<file path="src/rtl/cpu_pkg.sv">
// Shared types and encodings for the multi-cycle control unit and its instruction decoder.
package cpu_pkg;

  typedef enum logic [2:0] {
    S_IDLE,
    S_FETCH,
    S_DECODE,
    S_EXECUTE,
    S_MEMORY,
    S_WRITEBACK,
    S_TRAP
  } state_t;

  typedef enum logic [3:0] {
    CLS_ARITH,
    CLS_LOGIC,
    CLS_SHIFT,
    CLS_MULDIV,
    CLS_MFHI,
    CLS_MFLO,
    CLS_ADDI,
    CLS_LUI,
    CLS_LW,
    CLS_SW,
    CLS_BEQ,
    CLS_J,
    CLS_NONE
  } instr_class_t;

  localparam logic [5:0] OP_RTYPE = 6'b000000;
  localparam logic [5:0] OP_J     = 6'b000010;
  localparam logic [5:0] OP_BEQ   = 6'b000100;
  localparam logic [5:0] OP_ADDI  = 6'b001000;
  localparam logic [5:0] OP_ADDIU = 6'b001001;
  localparam logic [5:0] OP_LUI   = 6'b001111;
  localparam logic [5:0] OP_LW    = 6'b100011;
  localparam logic [5:0] OP_SW    = 6'b101011;

  localparam logic [5:0] FN_SLL   = 6'b000000;
  localparam logic [5:0] FN_SRL   = 6'b000010;
  localparam logic [5:0] FN_SRA   = 6'b000011;
  localparam logic [5:0] FN_MFHI  = 6'b010000;
  localparam logic [5:0] FN_MFLO  = 6'b010010;
  localparam logic [5:0] FN_MULT  = 6'b011000;
  localparam logic [5:0] FN_MULTU = 6'b011001;
  localparam logic [5:0] FN_DIV   = 6'b011010;
  localparam logic [5:0] FN_DIVU  = 6'b011011;
  localparam logic [5:0] FN_ADD   = 6'b100000;
  localparam logic [5:0] FN_ADDU  = 6'b100001;
  localparam logic [5:0] FN_SUB   = 6'b100010;
  localparam logic [5:0] FN_SUBU  = 6'b100011;
  localparam logic [5:0] FN_AND   = 6'b100100;
  localparam logic [5:0] FN_OR    = 6'b100101;
  localparam logic [5:0] FN_NOR   = 6'b100111;

  localparam logic [3:0] ALU_NOP  = 4'b0000;
  localparam logic [3:0] ALU_ADD  = 4'b0001;
  localparam logic [3:0] ALU_MULT = 4'b0010;
  localparam logic [3:0] ALU_DIV  = 4'b0011;
  localparam logic [3:0] ALU_AND  = 4'b0100;
  localparam logic [3:0] ALU_OR   = 4'b0101;
  localparam logic [3:0] ALU_NOR  = 4'b0110;
  localparam logic [3:0] ALU_SRL  = 4'b0111;
  localparam logic [3:0] ALU_SLL  = 4'b1000;
  localparam logic [3:0] ALU_SRA  = 4'b1001;
  localparam logic [3:0] ALU_LUI  = 4'b1010;
  localparam logic [3:0] ALU_PC4  = 4'b1011;

  localparam logic [1:0] SIGN_ADDU = 2'b00;
  localparam logic [1:0] SIGN_SUBU = 2'b01;
  localparam logic [1:0] SIGN_ADD  = 2'b10;
  localparam logic [1:0] SIGN_SUB  = 2'b11;

  localparam int FLAG_V = 0;
  localparam int FLAG_N = 1;
  localparam int FLAG_Z = 2;
  localparam int FLAG_C = 3;

  localparam logic [1:0] WB_ALU = 2'b00;
  localparam logic [1:0] WB_MEM = 2'b01;
  localparam logic [1:0] WB_HI  = 2'b10;
  localparam logic [1:0] WB_LO  = 2'b11;

  localparam logic [1:0] PC_ALU    = 2'b00;
  localparam logic [1:0] PC_BRANCH = 2'b01;
  localparam logic [1:0] PC_JUMP   = 2'b10;

  localparam logic [1:0] SRCA_RS     = 2'b00;
  localparam logic [1:0] SRCA_SHAMT  = 2'b01;
  localparam logic [1:0] SRCA_IMM_ZX = 2'b10;

  localparam logic [1:0] SRCB_RT     = 2'b00;
  localparam logic [1:0] SRCB_IMM_SX = 2'b01;
  localparam logic [1:0] SRCB_PC     = 2'b10;

  // Only signed add/sub (ADD, SUB, ADDI) may trap on overflow; MULT shares sign 10 but not op 0001.
  function automatic logic needs_ovf_check(input logic [3:0] op, input logic [1:0] sign);
    return (op == ALU_ADD) && sign[1];
  endfunction

endpackage

</file>
<file path="src/rtl/instr_decoder.sv">
// Combinational decode of opcode/funct into an instruction class and the EXECUTE-cycle ALU controls.
module instr_decoder
  import cpu_pkg::*;
(
  input  logic [5:0]   opcode,
  input  logic [5:0]   funct,
  output instr_class_t cls,
  output logic [3:0]   alu_op,
  output logic [1:0]   alu_sign,
  output logic [1:0]   alu_src_a,
  output logic [1:0]   alu_src_b,
  output logic         valid
);

  always_comb begin
    cls       = CLS_NONE;
    alu_op    = ALU_NOP;
    alu_sign  = SIGN_ADDU;
    alu_src_a = SRCA_RS;
    alu_src_b = SRCB_RT;
    valid     = 1'b1;
    case (opcode)
      OP_RTYPE: begin
        case (funct)
          FN_ADD:   begin cls = CLS_ARITH;  alu_op = ALU_ADD;  alu_sign = SIGN_ADD;  end
          FN_ADDU:  begin cls = CLS_ARITH;  alu_op = ALU_ADD;  alu_sign = SIGN_ADDU; end
          FN_SUB:   begin cls = CLS_ARITH;  alu_op = ALU_ADD;  alu_sign = SIGN_SUB;  end
          FN_SUBU:  begin cls = CLS_ARITH;  alu_op = ALU_ADD;  alu_sign = SIGN_SUBU; end
          FN_AND:   begin cls = CLS_LOGIC;  alu_op = ALU_AND;  end
          FN_OR:    begin cls = CLS_LOGIC;  alu_op = ALU_OR;   end
          FN_NOR:   begin cls = CLS_LOGIC;  alu_op = ALU_NOR;  end
          FN_SLL:   begin cls = CLS_SHIFT;  alu_op = ALU_SLL;  alu_src_a = SRCA_SHAMT; end
          FN_SRL:   begin cls = CLS_SHIFT;  alu_op = ALU_SRL;  alu_src_a = SRCA_SHAMT; end
          FN_SRA:   begin cls = CLS_SHIFT;  alu_op = ALU_SRA;  alu_src_a = SRCA_SHAMT; end
          FN_MULT:  begin cls = CLS_MULDIV; alu_op = ALU_MULT; alu_sign = SIGN_ADD;  end
          FN_MULTU: begin cls = CLS_MULDIV; alu_op = ALU_MULT; alu_sign = SIGN_ADDU; end
          FN_DIV:   begin cls = CLS_MULDIV; alu_op = ALU_DIV;  alu_sign = SIGN_ADD;  end
          FN_DIVU:  begin cls = CLS_MULDIV; alu_op = ALU_DIV;  alu_sign = SIGN_ADDU; end
          FN_MFHI:  begin cls = CLS_MFHI;   alu_op = ALU_NOP;  end
          FN_MFLO:  begin cls = CLS_MFLO;   alu_op = ALU_NOP;  end
          default:  valid = 1'b0;
        endcase
      end
      OP_ADDI:  begin cls = CLS_ADDI; alu_op = ALU_ADD; alu_sign = SIGN_ADD;  alu_src_b = SRCB_IMM_SX; end
      OP_ADDIU: begin cls = CLS_ADDI; alu_op = ALU_ADD; alu_sign = SIGN_ADDU; alu_src_b = SRCB_IMM_SX; end
      OP_LUI:   begin cls = CLS_LUI;  alu_op = ALU_LUI; alu_src_a = SRCA_IMM_ZX; end
      OP_LW:    begin cls = CLS_LW;   alu_op = ALU_ADD; alu_src_b = SRCB_IMM_SX; end
      OP_SW:    begin cls = CLS_SW;   alu_op = ALU_ADD; alu_src_b = SRCB_IMM_SX; end
      OP_BEQ:   begin cls = CLS_BEQ;  alu_op = ALU_ADD; alu_sign = SIGN_SUBU; end
      OP_J:     begin cls = CLS_J; end
      default:  valid = 1'b0;
    endcase
  end

endmodule

</file>
<file path="src/rtl/alu_control_fsm.sv">
// Multi-cycle CPU control unit: fetch/decode/execute/memory/writeback sequencing with a sticky trap.
module alu_control_fsm
  import cpu_pkg::*;
(
  input  logic       clk,
  input  logic       reset_n,
  input  logic [5:0] opcode,
  input  logic [5:0] funct,
  input  logic [3:0] flags,
  input  logic       mem_ack,
  output logic       mem_req,
  output logic       mem_we,
  output logic       ir_load,
  output logic       pc_load,
  output logic [1:0] pc_src,
  output logic [3:0] alu_op,
  output logic [1:0] alu_sign,
  output logic [1:0] alu_src_a,
  output logic [1:0] alu_src_b,
  output logic       reg_we,
  output logic       reg_dst,
  output logic [1:0] wb_sel,
  output logic       hilo_we,
  output logic       trap
);

  state_t       state, next_state;
  instr_class_t cls;
  logic [3:0]   dec_op;
  logic [1:0]   dec_sign, dec_src_a, dec_src_b;
  logic         dec_valid;
  logic         overflow_trap;
  logic         unused_flags;

  instr_decoder u_decoder (
    .opcode    (opcode),
    .funct     (funct),
    .cls       (cls),
    .alu_op    (dec_op),
    .alu_sign  (dec_sign),
    .alu_src_a (dec_src_a),
    .alu_src_b (dec_src_b),
    .valid     (dec_valid)
  );

  assign overflow_trap = needs_ovf_check(dec_op, dec_sign) && flags[FLAG_V];
  assign unused_flags  = ^{flags[FLAG_N], flags[FLAG_C]};

  always_ff @(posedge clk) begin
    if (!reset_n) state <= S_IDLE;
    else          state <= next_state;
  end

  always_comb begin
    next_state = state;
    case (state)
      S_IDLE:   next_state = S_FETCH;
      S_FETCH:  if (mem_ack) next_state = S_DECODE;
      S_DECODE: next_state = dec_valid ? S_EXECUTE : S_TRAP;
      S_EXECUTE: begin
        if (overflow_trap) next_state = S_TRAP;
        else begin
          case (cls)
            CLS_MULDIV, CLS_BEQ, CLS_J: next_state = S_FETCH;
            CLS_LW, CLS_SW:             next_state = S_MEMORY;
            CLS_NONE:                   next_state = S_TRAP;
            default:                    next_state = S_WRITEBACK;
          endcase
        end
      end
      S_MEMORY:    if (mem_ack) next_state = (cls == CLS_SW) ? S_FETCH : S_WRITEBACK;
      S_WRITEBACK: next_state = S_FETCH;
      S_TRAP:      next_state = S_TRAP;
      default:     next_state = S_IDLE;
    endcase
  end

  // Outputs are forced low while reset is held so nothing pending leaks out before the IDLE edge.
  always_comb begin
    mem_req   = 1'b0;
    mem_we    = 1'b0;
    ir_load   = 1'b0;
    pc_load   = 1'b0;
    pc_src    = PC_ALU;
    alu_op    = ALU_NOP;
    alu_sign  = SIGN_ADDU;
    alu_src_a = SRCA_RS;
    alu_src_b = SRCB_RT;
    reg_we    = 1'b0;
    reg_dst   = 1'b0;
    wb_sel    = WB_ALU;
    hilo_we   = 1'b0;
    trap      = 1'b0;
    if (reset_n) begin
      case (state)
        S_FETCH: begin
          mem_req   = 1'b1;
          alu_op    = ALU_PC4;
          alu_src_b = SRCB_PC;
          if (mem_ack) begin
            ir_load = 1'b1;
            pc_load = 1'b1;
            pc_src  = PC_ALU;
          end
        end
        S_EXECUTE: begin
          alu_op    = dec_op;
          alu_sign  = dec_sign;
          alu_src_a = dec_src_a;
          alu_src_b = dec_src_b;
          case (cls)
            CLS_MULDIV: hilo_we = 1'b1;
            CLS_BEQ: begin
              if (flags[FLAG_Z]) begin
                pc_load = 1'b1;
                pc_src  = PC_BRANCH;
              end
            end
            CLS_J: begin
              pc_load = 1'b1;
              pc_src  = PC_JUMP;
            end
            default: ;
          endcase
        end
        S_MEMORY: begin
          mem_req = 1'b1;
          mem_we  = (cls == CLS_SW);
        end
        S_WRITEBACK: begin
          reg_we = 1'b1;
          case (cls)
            CLS_MFHI:          wb_sel = WB_HI;
            CLS_MFLO:          wb_sel = WB_LO;
            CLS_ADDI, CLS_LUI: reg_dst = 1'b1;
            CLS_LW: begin
              wb_sel  = WB_MEM;
              reg_dst = 1'b1;
            end
            default: ;
          endcase
        end
        S_TRAP:  trap = 1'b1;
        default: ;
      endcase
    end
  end

endmodule
</file>
<file path="config.mk">
export PLATFORM = sky130hd
export DESIGN_NAME = alu_control_fsm
export DESIGN_NICKNAME = d
export VERILOG_FILES = /design/src/rtl/cpu_pkg.sv /design/src/rtl/instr_decoder.sv /design/src/rtl/alu_control_fsm.sv
export SDC_FILE = /design/constraint.sdc
export NUM_CORES = 1
export LEC_CHECK = 0
export ABC_AREA = 1
export BUFFER_PORTS_ARGS = -buffer_cell sky130_fd_sc_hd__buf_4
export CAP_MARGIN = 20
export CORE_ASPECT_RATIO = 0.8
export CORE_MARGIN = 5
export CORE_UTILIZATION = 40
export DETAILED_ROUTE_END_ITERATION = 6
export PLACE_DENSITY = 0.77
export SLEW_MARGIN = 5
export SYNTH_ARGS = -nofsm -noshare
export SYNTH_HDL_FRONTEND = slang
export SYNTH_SLANG_ARGS = --single-unit
</file>
<file path="constraint.sdc">
create_clock -name clk -period 1.4 [get_ports clk]
set_input_delay 0.14 -clock clk [delete_from_list [all_inputs] [get_ports clk]]
set_output_delay 0.14 -clock clk [all_outputs]
set_load 0.005 [all_outputs]
</file>
==> run summary, run 1 <==
The buffer levels on the longest clock path was 2; the shortest clock period the worst path allows after layout was 1770 ps. At the worst endpoint, the required time is 1260 ps. For this design the static power due to leakage is 0.972 nW.

Before antenna repair, the detailed router went through 5 iterations. For the total congestion overflow after global routing, the log shows 0. After synthesis the cells add up to 928 um^2. Of all nets on the critical path, the largest fanout is 4.

For the final routed database, the setup TNS stands at -5070 ps. The total number of yosys warnings was 0. Measured along the x axis, the die boundary spans 63.9 um.

Clock tree synthesis selected as its root buffer the cell sky130_fd_sc_hd__clkbuf_4. The count of input and output buffers works out to 38. The family with the most delay on the worst path is buffers and inverters. Routability-driven placement finished with a final weighted congestion of 0.886. The slowest stage of the critical path belongs to the cell sky130_fd_sc_hd__dfxtp_2.

The net count of the finished layout is 285, and the final hold violation count is 0. The logs give 6.47% for the sequential element share of the synthesized area and 24.5% for the overall fraction of global-route tracks in use. After Yosys synthesis, XOR and XNOR cells account for 0% of the synthesized area.

The clock-pin slew on the worst setup and hold paths is 50 ps, and the mean instance size in the synthesized netlist is 5.37 um^2. The post-synthesis net count was 192. The pin count of the biggest net entering global routing was 7.

The final route contains 1,695 vias. The fmax is 0.566 GHz, and the total power density per cell area is 772 mW/mm^2. In this run, post-CTS hold repair placed 0 buffers. After detailed routing, the number of vias per cell comes to 5.84. The first global-routing pass estimated 6600 um of wire. The number of placed cells counting well taps was 274; the number of diodes added for antenna fixing was 0. The initial utilization of the core area, before any placement, comes to 42.6%. The worst hold path was traced through 3 stages. Traced cell by cell, the critical path runs through inv_2, nor3_4, inv_2, nor2_4, inv_4, a2111oi_4, buf_4. For the worst-case setup margin in the final layout, the log shows -367 ps. In the final layout, the registers with the most flip-flops are state: 3 flops. TritonCTS built the clock tree. Between clock sinks in the finished design, the worst skew comes to 13.3 ps.

In the synthesized netlist, mux cells make up 0% of the area. Counting flops per register, the top entry is state. After detailed routing, the average wire length per cell comes to 17.3 um.

The floorplan step set the die height to 53.1 um. Setup repair after global routing could not meet its margin everywhere. The portion of the clock cycle consumed by the worst path in the final layout was 126%; the CTS sink count was 3.

The flow ran to the end, but the final reports show violations. For the post-detailed-route DRC marker count, the log shows 0. With fillers left out, the area of the finished cells amounts to 0.00188 mm^2. The category of the worst setup path capture point is an output pin. The transition time at the pin with the least slew margin was 412 ps; the count of different cell masters after synthesis was 27. For the sum of net half-perimeters after detailed placement, the log shows 2800 um. The relative slew slack was 72.4%.

The later pin in the worst-skew pair is clocked with a latency of 260 ps. The worst setup path is launched from a flip-flop. The die covers 0.00339 mm^2. The final reports fail on setup timing. After filler insertion, the fill cell instance count of the layout stands at 124.

The synthesized netlist devotes 13.9% of its cell area to compound gates. Setup violations remaining at the end of the flow were counted as 24. Top cell type by total area after synthesis: sky130_fd_sc_hd__nand2_1.

The largest single stage delay on the critical path is 380 ps. The synthesized design contains 3 register bits. In this run the standard cell core region covers 0.00218 mm^2. The number of cells on the worst reg-to-reg path came out at 7. Overall power consumption after layout is estimated at 1.45 mW.

The tools report the number of pins exceeding their max-slew limit in the final report as 0. The most frequent cell on the critical path is sky130_fd_sc_hd__inv_2. The initial antenna violation count is 0. Of the cells placed in the final design, the portion with a size suffix greater than 1 is 61.5%.

The number of cells on the critical path is 7, and the number of flip-flops under the largest register name is 3. After detailed placement, the total cell area comes to 0.00153 mm^2. In the post-synthesis netlist, the biggest area contributors are sky130_fd_sc_hd__nand2_1, sky130_fd_sc_hd__inv_1, sky130_fd_sc_hd__nor2_1.

The tools report the number of nets still failing antenna checks after routing as 0. STA puts the critical path data arrival time at 1630 ps. Buffers inserted during clock tree synthesis total 3. Summing the areas of all fa, ha and maj instances in the mapped netlist gives 0% of the synthesized area. The via count of the first global-routing pass is 1,548.

Path category of the worst min-delay check: input pin to flip-flop. The fraction of synthesized cell area taken by the top area cell type came out at 17.4%. The first routing iteration left 156 violations. The worst setup path category was flip-flop to output pin.

The worst supply voltage drop on vdd is 1010 uV, and the row count is 15. Number of buffers and inverters on the critical path: 4. The tool flagged a number of max-cap violations equal to 0. The area fraction in and, or, nand and nor cells after synthesis works out to 66.3%.

Leaving out filler cells and counting taps, the final layout contains 290. For this block, the routed nets add up to 5000 um of wire. The tools report the H-tree depth reported by CTS as 1. The run gives 86.3% as the utilization after layout. By area, the combinational part of the netlist is dominated by simple AND/OR/NAND/NOR gates. From synthesis to final layout, the design area changed by 102%. In the synthesized netlist, the number of instances is 173. During I/O placement, the number of pins put on the boundary was 41.
cell families (layout without fill, tap and decap cells):
logic type / Yosys count / count (layout)
buf+inv: 33 / 125
flops: 3 / 3
simple gates: 117 / 117
compound gates: 20 / 20
power by group:
part | internal, mW | leakage [nW] | switching (mW) | total (mW)
clock network | 0.109 | 0.0150 | 0.0739 | 0.183
registers | 0.134 | 0.0258 | 0.0562 | 0.191
logic | 0.484 | 0.931 | 0.593 | 1.08
worst paths after layout:
| path | to | start | slack [ps] |
|---|---|---|---|
| hold / removal | state[2] | reset_n | 90 |
| hold reg to reg | state[2] | state[2] | 780 |
| setup / recovery | alu_op[2] | state[1] | -370 |
| setup reg to reg | state[0] | state[1] | -40 |
cells in the final DEF, fill, tap and decap left out, drive strengths merged:
cell type / count
nand3b: 1
nand3: 19
clkinvlp: 1
clkbuf: 4
nand2: 48
and3: 1
inv: 32
nor2: 33
dfxtp: 3
a211oi: 1
o2111ai: 1
a21oi: 10
nand4: 5
o21a: 1
o21ai: 5
buf: 88
nor3: 8
o21bai: 1
a2111oi: 1
and2: 2
tightest hold or removal path, cell delays in order:
cell                      delay [ps]
sky130_fd_sc_hd__buf_4            90
sky130_fd_sc_hd__nand2_1          50
sky130_fd_sc_hd__nand2_1          40
what timing repair did:
item	CTS	global route
endpoints found under the setup margin	21	25
pin swaps	7	20
buffers inserted	6	7
resized for setup	29	34
Yosys cell counts:
library cell	count
sky130_fd_sc_hd__inv_1	25
sky130_fd_sc_hd__dfxtp_1	3
sky130_fd_sc_hd__nand4_1	3
sky130_fd_sc_hd__nor2_2	5
sky130_fd_sc_hd__nor3_1	5
sky130_fd_sc_hd__and3_1	1
sky130_fd_sc_hd__nor2_8	1
sky130_fd_sc_hd__a211oi_1	1
sky130_fd_sc_hd__nand3b_1	1
sky130_fd_sc_hd__a21oi_2	1
sky130_fd_sc_hd__o2111ai_1	1
sky130_fd_sc_hd__nor3_2	3
sky130_fd_sc_hd__o21bai_2	1
sky130_fd_sc_hd__nor2_1	23
sky130_fd_sc_hd__nand2_2	5
sky130_fd_sc_hd__nand2_1	43
sky130_fd_sc_hd__inv_2	8
sky130_fd_sc_hd__a21oi_1	9
sky130_fd_sc_hd__and2_1	2
sky130_fd_sc_hd__o21ai_0	3
sky130_fd_sc_hd__nand4_2	2
sky130_fd_sc_hd__a2111oi_2	1
sky130_fd_sc_hd__nand3_2	4
sky130_fd_sc_hd__o21a_1	1
sky130_fd_sc_hd__nor2_4	4
sky130_fd_sc_hd__nand3_1	15
sky130_fd_sc_hd__o21ai_1	2
metrics by stage:
step | hold slack [ps] | setup WS, ps
finish | 87.6 | -367
global placement | 357 | -65.2
floorplan | 250 | 42.8
CTS | 109 | -264
detailed placement | 357 | -173
global route | 127 | -421
cell type report:
| class | count | area [um^2] | share of cell area, % |
|---|---|---|---|
| repair buffers | 88 | 679 | 36.2 |
| multi-input cells | 137 | 945 | 50.3 |
| inverters | 33 | 133 | 7.06 |
| clock buffers | 4 | 26.3 | 1.40 |
| flip-flops and latches | 3 | 63.8 | 3.40 |
| well taps | 25 | 31.3 | 1.67 |
metal layers:
| layer | part of all wire, % | vias to the layer above | routed length (um) | GRT usage, % |
|---|---|---|---|---|
| met2 | 46 | 136 | 2290 | 44.8 |
| li1 | - | 747 | - | - |
| met1 | 36 | 766 | 1830 | 27.7 |
| met4 | 6.4 | 0 | 320 | 9.00 |
| met3 | 11 | 46 | 570 | 5.73 |
| met5 | 0 | - | 0 | 0 |
Note: power is estimated with default switching activity, not from simulation.
==> inputs of run 2 (changes only) <==
--- a/config.mk
+++ b/config.mk
@@ -12,6 +12,7 @@
 export CORE_MARGIN = 5
 export CORE_UTILIZATION = 40
 export DETAILED_ROUTE_END_ITERATION = 6
+export GPL_TIMING_DRIVEN = 0
 export PLACE_DENSITY = 0.77
 export SLEW_MARGIN = 5
 export SYNTH_ARGS = -nofsm -noshare
==> constraint.sdc (replaced) <==
create_clock -name clk -period 1.8 [get_ports clk]
set_input_delay 0.18 -clock clk [delete_from_list [all_inputs] [get_ports clk]]
set_output_delay 0.18 -clock clk [all_outputs]
set_load 0.005 [all_outputs]
==> run 2 against run 1 <==
The run now ends clean. Sequential share of layout area increased by 1.6 points. Routed wire length shrank 39%. Non-clock buffer count decreased by 43. Final cell count fell by 15%. Register-to-register slack better by 560 ps. Flip-flop and latch count unchanged.
==> run summary, run 2 (synthesized netlist as in run 1, its figures left out) <==
The worst setup path is captured at an output pin. Leaving out fill and tap cells, the most frequent cell in the layout is sky130_fd_sc_hd__buf_4. The largest fanout on the critical path was 5; the post-detailed-route DRC marker count was 0. The total congestion overflow after global routing is 0. The post-route netlist has 41.4% of its cells at a drive strength greater than 1. Worst setup path category: flip-flop to output pin. The first detailed-routing pass ran for 4 iterations. The tools report the kind of start point of the critical path as a flip-flop. Setup violations remaining at the end of the flow were counted as 0. The pin count of the biggest net entering global routing was 10. The number of diodes added for antenna fixing was 0; the die height was 53.1 um. The initial antenna violation count is 0, and the portion of the clock cycle consumed by the worst path in the final layout is 98.2%.

The placed instances occupy a cell area of 0.00124 mm^2. The number of non-filler instances in the completed layout was 247; the width of the die was 63.9 um. The run finished with clean final reports. The standard cell core area is 0.00218 mm^2, and the fmax is 0.566 GHz. The global-route wire length before repair was 4640 um.

CTS placed an instance of sky130_fd_sc_hd__clkbuf_4 at the clock tree root. During I/O placement, the number of pins put on the boundary was 41. The tools report the via count of the routed design as 1,274. In the final layout, the registers with the most flip-flops are state: 3 flops. The logs give 604 uV for the worst supply voltage drop on vdd and 0 for the number of pins exceeding their max-slew limit in the final report. The library cells used most frequently in the layout, excluding fill and tap cells, are sky130_fd_sc_hd__buf_4, sky130_fd_sc_hd__nand2_1, sky130_fd_sc_hd__inv_1. No sink is reached through more buffers than the 2 on the longest clock path. The die covers 0.00339 mm^2. The sum of net half-perimeters after detailed placement is 2390 um, and the ratio of routed vias to standard cells is 5.16.

Hold is met by 162 ps. The net count of the finished layout came out at 242. TritonCTS built the clock tree.

The transition time at the pin with the least slew margin is 405 ps. The tools report the H-tree depth reported by CTS as 1. The logs give 3 for the number of buffers inserted during clock tree synthesis and 0 for the quantity of hold-fixing buffers added after cts.

Largest register by flop count: state. The worst-case clock skew was 5.11 ps; the final hold violation count was 0. The logs give 0 for the number of nets still failing antenna checks after routing and 42.6% for the starting utilization of the core area. Across every metal layer, demand over resource in global routing totals 16.7%. In this run the static leakage power is 0.741 nW.

After clock tree synthesis, the clock-pin slew on the worst setup and hold paths is 40 ps. The number of filler cells placed in the layout is 212, and the routed length per instance is 12.3 um. Power spread over the standard cell area amounts to 599 mW/mm^2. The via count of the first global-routing pass is 1,091. The shortest clock period the worst path allows after layout works out to 1770 ps.

With fillers left out, the area of the finished cells amounts to 0.00138 mm^2. From synthesis to final layout, the design area changed by 48.7%. The CTS sink count was 3; the last weighted congestion value of the routability-driven placer was 0.907. The reg-to-reg setup timing slack is 520 ps, and the first-iteration detailed-routing DRC count is 78. Port buffering added 38 buffers. Clock latency on the worst-skew pair, taken at its later pin, is 240 ps.

The initialized floorplan defines 15 standard-cell rows. The required time of the critical path was 1620 ps; the relative slew slack was 72.8%. The register with the most flip-flops in the layout has 3 of them. The tools report the total length of routed wires as 3040 um. At the worst endpoint, the arrival time is 1590 ps. The number of placed cells counting well taps was 236; the number of max-cap violations was 0. The path category of the worst min-delay check is input pin to flip-flop.
run 2: worst paths after layout:
kind	start	to	depth (start not counted)
min reg2reg	state[1]	state[0]	5
max reg2reg	state[1]	state[0]	6
max	state[0]	alu_op[2]	7
min	reset_n	state[2]	3
run 2: power breakdown:
group	total (mW)	internal [mW]	leakage [nW]	switching (mW)
registers	0.165	0.113	0.0264	0.0523
logic	0.537	0.228	0.699	0.309
clock network	0.125	0.0835	0.0150	0.0415
total	0.827	0.424	0.741	0.403
run 2: what timing repair did:
action                     4_1_cts  5_1_grt
setup endpoints to repair        3        4
setup buffers                    3        4
pin swaps                        2        5
hold endpoints to repair         0        0
gates resized for setup          4       13
run 2: critical path, cell delays in order (launching register included):
cell and delay (ps):
sky130_fd_sc_hd__dfxtp_4 360, sky130_fd_sc_hd__inv_4 50, sky130_fd_sc_hd__nor3_4 200, sky130_fd_sc_hd__inv_2 70, sky130_fd_sc_hd__nor2_4 150, sky130_fd_sc_hd__inv_4 60
sky130_fd_sc_hd__a2111oi_4 290, sky130_fd_sc_hd__buf_4 170
run 2: through the flow:
| stage | worst slack (ps) | TNS (ps) | util, % | total power, mW |
|---|---|---|---|---|
| 6_report | 33.0 | 0 | 63.4 | 0.827 |
| 5_1_grt | -5.16 | -8.16 | 63.4 | 0.905 |
| 4_1_cts | 5.08 | 0 | 59.9 | 0.750 |
| 3_5_place_dp | 147 | 0 | 57.2 | 0.591 |
| 3_3_place_gp | 149 | 0 | 57.2 | 0.580 |
| 2_1_floorplan | 403 | 0 | - | 0.419 |
run 2: area by class of cell:
class	instances	area, um^2	area share [%]
clock buffers	4	26.3	1.90
inverters	33	129	9.34
multi-input cells	137	787	57.0
flip-flops and latches	3	68.8	4.99
well taps	25	31.3	2.27
repair buffers	45	338	24.5
run 2: metal layers:
metal | GRT usage, % | share of wire, % | vias to the layer above
met2 | 27.1 | 46 | 55
met1 | 23.4 | 46 | 560
met4 | 0.692 | 0.59 | 0
li1 | - | - | 655
met5 | 0 | 0 | -
met3 | 4.03 | 8.0 | 4
==> inputs of run 3 (changes only) <==
--- a/config.mk
+++ b/config.mk
@@ -6,14 +6,16 @@
 export NUM_CORES = 1
 export LEC_CHECK = 0
 export ABC_AREA = 1
-export BUFFER_PORTS_ARGS = -buffer_cell sky130_fd_sc_hd__buf_4
 export CAP_MARGIN = 20
+export CELL_PAD_IN_SITES_DETAIL_PLACEMENT = 1
+export CELL_PAD_IN_SITES_GLOBAL_PLACEMENT = 1
 export CORE_ASPECT_RATIO = 0.8
 export CORE_MARGIN = 5
 export CORE_UTILIZATION = 40
 export DETAILED_ROUTE_END_ITERATION = 6
+export DONT_BUFFER_PORTS = 1
 export GPL_TIMING_DRIVEN = 0
-export PLACE_DENSITY = 0.77
+export PLACE_DENSITY = 0.87
 export SLEW_MARGIN = 5
 export SYNTH_ARGS = -nofsm -noshare
 export SYNTH_HDL_FRONTEND = slang
==> run 3 against run 2 <==
Clock skew down 3.9 ps. Die area unchanged. Fmax up 2.7%. Routed wire length up 13%. Critical path depth up 1. Critical endpoint is now pc_load. Flip-flop and latch count unchanged. Largest cell class unchanged.
==> run summary, run 3 (synthesized netlist as in run 1, its figures left out) <==
For the combinational fraction of design power, the log shows 59.7%. In the routed design, unresolved DRC markers number 0. Buffers placed on the I/O ports in this run total 0. The boundary pin count was 41; the area added between synthesis and finish was 12.0%.

The pin count of the biggest net entering global routing was 10; the shortest clock period the worst path allows after layout was 1720 ps. At the end of routability-driven placement, the weighted congestion stood at 0.866. STA puts the critical path data arrival time at 1540 ps. The number of pins exceeding their max-slew limit in the final report was 0; the reg-to-reg setup timing slack was 500 ps. Counting flops per register, the top entry is state. Timing would allow up to 0.581 GHz. The floorplan has 15 rows. The worst hold margin is 43.7 ps, and the register cell area after layout is 63.8 um^2. Starting utilization of the core area: 42.6%.

The portion of the clock cycle consumed by the worst path in the final layout works out to 95.6%. Path category of the worst min-delay check: input pin to flip-flop. The tools report the initial antenna violation count as 0.

The start point of the worst min-delay path is reset_n. The hold path depth is 2. The sequential power share was 21.5%; the routed length per instance was 17.0 um.

Measured against its own limit, the worst slew margin works out to 75.8%. The register with the most flip-flops in the layout has 3 of them. The via count of the first global-routing pass is 1,221, and the via count of the routed design is 1,182. Across every metal layer, demand over resource in global routing totals 20.7%. Max-cap violations in this run came to 0. The most common cell after layout, fill and taps aside was sky130_fd_sc_hd__nand2_1.

The fraction of final layout cells with drive strength greater than 1 came out at 27.0%. For this design the static power due to leakage is 0.509 nW. Of all nets on the critical path, the largest fanout is 6. Measured on the finished design, the core utilization comes to 47.8%. The library cells used most frequently in the layout, excluding fill and tap cells, are sky130_fd_sc_hd__nand2_1, sky130_fd_sc_hd__inv_1, sky130_fd_sc_hd__nor2_1. The tools report the endpoint of the worst hold-timing path as state[2].

The die height works out to 53.1 um. The capturing point of the worst reg2reg path was state[0]. Setup repair after global routing could not meet its margin everywhere. Clock latency on the worst-skew pair: 250 ps. For the multi-input logic area, the log shows 787 um^2. The analysis attributes to net switching a power of 0.397 mW.

The run gives 4 as the number of detailed-route iterations in the first pass. The clock network burns 18.7% of the power. IR analysis of the VDD net gives a maximum drop of 441 uV. The floorplan step defined a die boundary enclosing 0.00339 mm^2. TritonCTS built the clock tree. The first global-routing pass estimated 5510 um of wire. Counting every sink on the clock net gives 3. The clock-pin slew on the worst setup and hold paths works out to 40 ps. For the internal power of the cells, the log shows 0.319 mW. Counting cells, the worst reg-to-reg path comes to 6. The tools report the net count of the finished layout as 198. The launching point of the worst reg2reg path was state[1]. The run gives 0 as the final hold violation count. The number of filler cells placed in the layout is 328, and the final number of setup-violating endpoints is 0.

The total area inside the core boundary comes to 0.00218 mm^2. The width of the die was 63.9 um. The net switching fraction of the power was 55.5%. The category of the worst setup path capture point is an output pin. After clock tree synthesis, the flow added hold-fix buffers numbering 0. In this run the remaining antenna-violating nets after routing total 0. In this run the deepest clock path goes through 2 buffers. The critical path is of the flip-flop to output pin type.

The kind of start point of the critical path is a flip-flop. Total congestion overflow after global routing: 0. The tools report the buffer type at the clock tree root as sky130_fd_sc_hd__clkbuf_4. Summed over all nets, the half-perimeter wirelength after detailed placement is 2750 um. Number of buffers inserted during clock tree synthesis: 3.

The largest registers in the layout are state: 3 flops. STA puts the critical path data required time at 1620 ps. Using the TritonRoute via totals, the vias-per-cell ratio works out to 5.82. For this design the ratio of total power to cell area is 689 mW/mm^2. The repair_antennas step left the layout with diodes totalling 0. The transition time at the pin with the least slew margin is 360 ps, and the worst-case clock skew is 1.24 ps. After the first detailed-routing iteration, the DRC count stood at 48. The tools report the total length of routed wires as 3440 um. The flow ran to the end, and the final reports show no timing, DRC or antenna violations. The H-tree depth reported by CTS was 1.
-- run 3: cell types whose count changed in the layout (fill, tap and decap cells not counted), sizes merged --
cell	change
buf	-44
-- run 3: critical path: stages, from the launching register on --
cell and delay [ps]:
sky130_fd_sc_hd__dfxtp_2 350, sky130_fd_sc_hd__inv_2 80, sky130_fd_sc_hd__nor3_4 210, sky130_fd_sc_hd__inv_2 80, sky130_fd_sc_hd__nor2_4 180, sky130_fd_sc_hd__nand2_2 80, sky130_fd_sc_hd__nor3_4 140, sky130_fd_sc_hd__nor2_1 50
sky130_fd_sc_hd__o21ai_1 100
-- run 3: per-stage QoR --
stage                     std cells  TNS, ps  total power, mW  area (um^2)  worst slack (ps)
after floorplan                 173        0            0.419          928               403
after global placement          198        0            0.481          960               234
after detailed placement        198        0            0.502          960               163
after CTS                       203        0            0.667         1020              37.7
after global routing            203    -35.3            0.776         1040             -35.3
final                           203        0            0.716         1040              79.3
-- run 3: final cells by class --
cell class                      instances  area share [%]
Timing Repair Buffer                    1           0.722
Tap cell                               25            3.01
Sequential cell                         3            6.14
Inverter                               33            11.9
Multi-Input combinational cell        137            75.7
Clock buffer                            4            2.53
-- run 3: worst max path at each step --
stage,from,endpoint,slack (ps),cells after the start
final,state[0],pc_load,80,8
after global routing,state[0],pc_load,-40,8
after CTS,state[0],pc_load,40,8
after detailed placement,state[1],alu_op[2],160,6
after global placement,state[0],pc_load,230,8
after floorplan,state[0],pc_load,400,8
-- run 3: power by group through the flow --
stage	clock network, mW	logic (mW)	registers (mW)
after detailed placement	0	0.367	0.135
after global placement	0	0.348	0.133
final	0.134	0.428	0.154
after floorplan	0	0.294	0.125
after global routing	0.142	0.476	0.159
after CTS	0.125	0.396	0.145
-- run 3: timing repair --
item	CTS	global route
gates resized for setup	6	8
setup buffers	1	0
pin swaps	1	4
setup endpoints to repair	3	3
-- run 3: per-layer routing --
| layer | global-route usage [%] | routed length (um) |
|---|---|---|
| met4 | 4.84 | 51 |
| met1 | 24.2 | 1510 |
| met5 | 0 | 0 |
| met3 | 9.34 | 336 |
| met2 | 34.8 | 1550 |
